==> config.mk <==
export PLATFORM = sky130hd
export DESIGN_NAME = apb_master_bridge
export DESIGN_NICKNAME = d
export VERILOG_FILES = /design/src/rtl/apb_master_bridge.sv
export SDC_FILE = /design/constraint.sdc
export NUM_CORES = 1
export LEC_CHECK = 0
export CAP_MARGIN = 0
export CORE_MARGIN = 2
export CORE_UTILIZATION = 40
export DETAILED_ROUTE_END_ITERATION = 10
export PLACE_DENSITY = 0.8
export SYNTH_ARGS = -nofsm -noshare
export SYNTH_HDL_FRONTEND = slang
export SYNTH_SLANG_ARGS = --single-unit
==> constraint.sdc <==
create_clock -name PCLK -period 2.15 [get_ports PCLK]
set_clock_uncertainty 0.2 [all_clocks]
set_input_delay 0.43 -clock PCLK [delete_from_list [all_inputs] [get_ports PCLK]]
set_output_delay 0.43 -clock PCLK [all_outputs]
set_load 0.02 [all_outputs]
==> src/rtl/apb_master_bridge.sv <==
// Bridges a single-outstanding req/gnt/rvalid request port onto an APB3 master,
// with PREADY wait-state handling, a bounded-wait timeout and an alignment check.
module apb_master_bridge #(
   parameter int unsigned APB_DATA_WIDTH = 32,
   parameter int unsigned APB_ADDR_WIDTH = 32,
   parameter int unsigned TIMEOUT_CYCLES = 16
) (
   input  logic                      PCLK,
   input  logic                      PRESETn,
   input  logic                      req_i,
   input  logic [APB_ADDR_WIDTH-1:0] addr_i,
   input  logic                      we_i,
   input  logic [APB_DATA_WIDTH-1:0] wdata_i,
   output logic                      gnt_o,
   output logic                      rvalid_o,
   output logic [APB_DATA_WIDTH-1:0] rdata_o,
   output logic                      err_o,
   output logic                      PSEL,
   output logic                      PENABLE,
   output logic [APB_ADDR_WIDTH-1:0] PADDR,
   output logic                      PWRITE,
   output logic [APB_DATA_WIDTH-1:0] PWDATA,
   input  logic [APB_DATA_WIDTH-1:0] PRDATA,
   input  logic                      PREADY,
   input  logic                      PSLVERR
);

   localparam int unsigned CNT_W = (TIMEOUT_CYCLES > 0) ? $clog2(TIMEOUT_CYCLES + 1) : 1;
   localparam logic [CNT_W-1:0] CNT_LAST = CNT_W'(TIMEOUT_CYCLES - 1);
   localparam logic [APB_ADDR_WIDTH-1:0] BYTE_MASK = APB_ADDR_WIDTH'(APB_DATA_WIDTH / 8 - 1);

   typedef enum logic [1:0] {IDLE, SETUP, ACCESS, ERR} state_t;

   state_t           state;
   state_t           state_nxt;
   logic [CNT_W-1:0] wait_cnt;
   logic             accept;
   logic             misaligned;
   logic             timeout_hit;

   assign misaligned = |(addr_i & BYTE_MASK);
   assign accept     = req_i && gnt_o;
   // Abort on the last permitted stalled ACCESS cycle; a simultaneous PREADY still completes.
   assign timeout_hit = (TIMEOUT_CYCLES != 0) && (state == ACCESS) && !PREADY
                        && (wait_cnt == CNT_LAST);

   always_ff @(posedge PCLK or negedge PRESETn) begin
      if (!PRESETn) state <= IDLE;
      else          state <= state_nxt;
   end

   always_comb begin
      state_nxt = state;
      unique case (state)
         IDLE:   if (req_i) state_nxt = misaligned ? ERR : SETUP;
         SETUP:  state_nxt = ACCESS;
         ACCESS: if (PREADY || timeout_hit) state_nxt = IDLE;
         ERR:    state_nxt = IDLE;
         default: state_nxt = IDLE;
      endcase
   end

   always_comb begin
      gnt_o   = (state == IDLE) && PRESETn;
      PSEL    = (state == SETUP) || (state == ACCESS);
      PENABLE = (state == ACCESS);
   end

   always_ff @(posedge PCLK or negedge PRESETn) begin
      if (!PRESETn) begin
         PADDR  <= '0;
         PWRITE <= 1'b0;
         PWDATA <= '0;
      end else if (accept) begin
         PADDR  <= addr_i;
         PWRITE <= we_i;
         PWDATA <= wdata_i;
      end
   end

   always_ff @(posedge PCLK or negedge PRESETn) begin
      if (!PRESETn)                  wait_cnt <= '0;
      else if (state == SETUP)       wait_cnt <= '0;
      else if (state == ACCESS && !PREADY) wait_cnt <= wait_cnt + 1'b1;
   end

   // Misaligned responses are launched at accept so they appear during the ERR cycle.
   always_ff @(posedge PCLK or negedge PRESETn) begin
      if (!PRESETn) begin
         rvalid_o <= 1'b0;
         err_o    <= 1'b0;
         rdata_o  <= '0;
      end else begin
         rvalid_o <= 1'b0;
         err_o    <= 1'b0;
         rdata_o  <= '0;
         if (accept && misaligned) begin
            rvalid_o <= 1'b1;
            err_o    <= 1'b1;
         end else if (state == ACCESS && PREADY) begin
            rvalid_o <= 1'b1;
            err_o    <= PSLVERR;
            rdata_o  <= PWRITE ? '0 : PRDATA;
         end else if (timeout_hit) begin
            rvalid_o <= 1'b1;
            err_o    <= 1'b1;
         end
      end
   end

endmodule
==> metrics <==
gr ovfl total=0; worst path required time=1.52 ns; Synth Cell Area=4154 µm²; CTS root buffer=clkbuf_8; critical-path maximum fanout=3; hold buffer count at CTS=0; leak pwr=0.002999 µW; sequential power share=36.8%; largest family of logic cells by synthesized area=multiplexers; Initial Utilization=40.79%; Primary FF master, synth=dfrtp_1; setup_tns=0 ns; nature of the critical path endpoint=output port; PnR Total Power=8518 µW; Synth Register Bits=106; Area Growth Syn to Fin=57.65%; Setup crit start kind=flop; RSZ-0062 raised after global routing=no; Port Buffers=203; hpwl dp=7.217 mm; maxcap violations=0; number of synthesized flops with an enable pin=0; first-iteration detailed-routing DRC count=99; Slew HR=56.19%; vias in the first global route=2944; Top Ports=204; Cell Chain, Critical Path=clkdlybuf4s50_1; register area=2653 µm²; status=completed; crit path buf inv count=1; Clock Path Buffers=2; die area=11220 µm²; Sw Ratio=33.61%; Overall Global Routing Usage=17.42%; Yosys warnings=0; multi-input logic area=1375 µm²; XOR/XNOR Fraction of Synth Area=0.4217%; number of H-tree levels=3; via density per instance=4.566; Worst-Margin Slew=0.6572 ns; count of cell types in the netlist=27; Top delay family on crit path=buffers and inverters; Clk pwr share=14.1%; Die X=105.9 µm; Arrival @ worst endpoint=1.43 ns; Worst VDD drop=586.3 µV; largest net degree at the start of global routing=55; TritonRoute pass-1 iters=3; Chip Height=105.9 µm; Routed Wire Length=9.494 mm; Worst path slowest cell=clkdlybuf4s50_1; Max stage delay on crit path=0.66 ns; Peak Freq=485.5 MHz; Final setup violation count=0; Slew Viols, Final=0; Min-Delay Path Class=in2async; CTS tree=built; n_diodes=0; row count=37; Final Hold Violating Endpoints=0; Mapped Nets=364; share of cells above drive strength 1=20.55%; Internal Power=5655 µW; number of CTS-inserted buffers=9; Sink Count=106; number of routed nets with antenna violations=0; first-pass GRT wire length=15.17 mm; critical setup path kind=reg2out; core area=10180 µm²; final critical-path share of the clock period=95.81%; initial antenna violation count=0; Net Switching=2863 µW; RD Place Congestion=0.7695; syn_area_per_cell=16.23 µm²; Vias=2776; Power per Cell Area=1301 nW/µm²; Fill cells=784; post-DR wirelength/cell=15.62 µm; Cells after Synth=256; Compound-Gate Fraction of Synth Area=1.235%; Layout Nets=577; multiplexer share of the synthesized area=22.20%; combinational group share of total power=49.1%; register area share after synthesis=63.86%; Worst-Skew Late Latency=0.35 ns; clk slew on worst S/H paths=0.09 ns; Synth Area in Simple Gates=7.319%; DRC violations left=0; Async S/R FF share, synth=100.0%; minimum clock period=2.060 ns; Synth Area in Adders=1.807%
## cells in the final DEF (no fill, tap or decap), drive strengths merged
cell type,netlist,layout
xnor2,1,1
nor3,1,1
mux2,68,68
and2,33,33
nor2,7,7
clkdlybuf4s15,0,1
ha,6,6
nand3b,1,1
clkdlybuf4s50,0,199
clkbuf,0,11
nand4,1,1
xor2,1,1
nand2,3,3
a211oi,1,1
mux2i,1,1
clkinv,0,1
clkinvlp,0,2
o21ai,3,3
nor2b,3,3
bufinv,0,1
buf,11,12
inv,4,4
a21o,1,1
a21oi,2,2
and3,1,1
o2111a,1,1
dfrtp,106,106
## cell usage after synthesis (2+ instances only)
| library cell | instances | area (µm²) |
|---|---|---|
| dfrtp_1 | 106 | 2653 |
| buf_6 | 5 | 56.30 |
| nor2b_1 | 3 | 18.77 |
| buf_8 | 3 | 45.04 |
| inv_1 | 4 | 15.01 |
| nor2_1 | 7 | 26.28 |
| and2_1 | 32 | 200.2 |
| nand2_1 | 2 | 7.510 |
| mux2_4 | 39 | 585.6 |
| a21oi_1 | 2 | 10.01 |
| ha_1 | 6 | 75.07 |
| o21ai_0 | 3 | 15.01 |
| mux2_2 | 28 | 315.3 |
| buf_2 | 3 | 15.01 |
## worst register-to-register path: cells and delay by family (launching register included)
kind	cells	cell delay, ns
flip-flops	1	0.38
multiplexers	1	0.37
buffers and inverters	2	0.25
AO/OA/AOI/OAI	1	0.25
adder cells (fa/ha/maj)	1	0.23
AND/OR/NAND/NOR	1	0.17
## worst paths after layout
kind,startpoint,to,slack [ns],cells after the start
setup reg to reg,state[0]$_DFFE_PN0P_,state[0]$_DFFE_PN0P_,0.20,6
max in group asynchronous,PRESETn,PWDATA[4]$_DFFE_PN0P_,0.64,3
hold / removal,PRESETn,state[0]$_DFFE_PN0P_,0.01,2
min in group PCLK,PWDATA[7]$_DFFE_PN0P_,PWDATA[7]$_DFFE_PN0P_,0.31,1
hold reg to reg,PWDATA[7]$_DFFE_PN0P_,PWDATA[7]$_DFFE_PN0P_,0.31,1
setup / recovery,PWRITE$_DFFE_PN0P_,PWRITE,0.09,1
## power groups by stage
stage | Sequential (µW) | Combinational [µW] | Clock (µW)
CTS | 3140 | 4240 | 1240
global placement | 3130 | 4200 | 0
floorplan | 4030 | 1370 | 0
finish | 3140 | 4180 | 1200
detailed placement | 3180 | 4250 | 0
global route | 3240 | 4430 | 1310
## flip-flops by register name, indices dropped and copies added, names as in the netlist
signal / flops
rvalid_o: 1
err_o: 1
PWRITE: 1
PWDATA: 32
state: 2
wait_cnt: 5
rdata_o: 32
PADDR: 32
## per-layer routing
layer	wire [µm]	GRT usage, %	part of all wire [%]
met1	3829	21.00	40
met2	4694	29.31	49
met3	862	6.131	9.1
met4	108	5.639	1.1
met5	0	0	0
## final cells by class
cell class              instances  area share, %
inverters                       4         0.2293
repair buffers                213          32.75
multi-input cells             135          21.00
flip-flops and latches        106          40.50
clock inverters                 4         0.8216
clock buffers                  10          2.102
well taps                     136          2.598
## repair_timing
action,in CTS,in global routing
endpoints found under the hold margin,0,0
setup buffers,0,0
setup endpoints to repair,3,2
resized for setup,6,3
cloned,0,0
## per-stage QoR
stage | utilization (%) | hold WS, ns | setup WS [ns] | cell area (µm²) | std cells
finish | 64.30 | 0.01420 | 0.09011 | 6549 | 608
floorplan | - | -0.06559 | 0.2612 | 4154 | 256
detailed placement | 62.52 | 0.2909 | 0.04675 | 6367 | 594
global placement | 62.52 | 0.2865 | 0.06737 | 6367 | 594
global route | 64.30 | 0.06245 | 0.005296 | 6549 | 608
CTS | 64.32 | 0.01714 | 0.01327 | 6551 | 608
## logic make-up (layout without fill, tap and decap cells)
family | count (synthesis) | after routing
and+or+nand+nor | 50 | 50
adders and majority gates | 6 | 6
xor gates and xnor gates | 2 | 2
DFF | 106 | 106
buffers and inverters | 15 | 231
muxes | 69 | 69
AOI/OAI and AO/OA | 8 | 8
No activity file was read; power rests on OpenSTA's default activity.
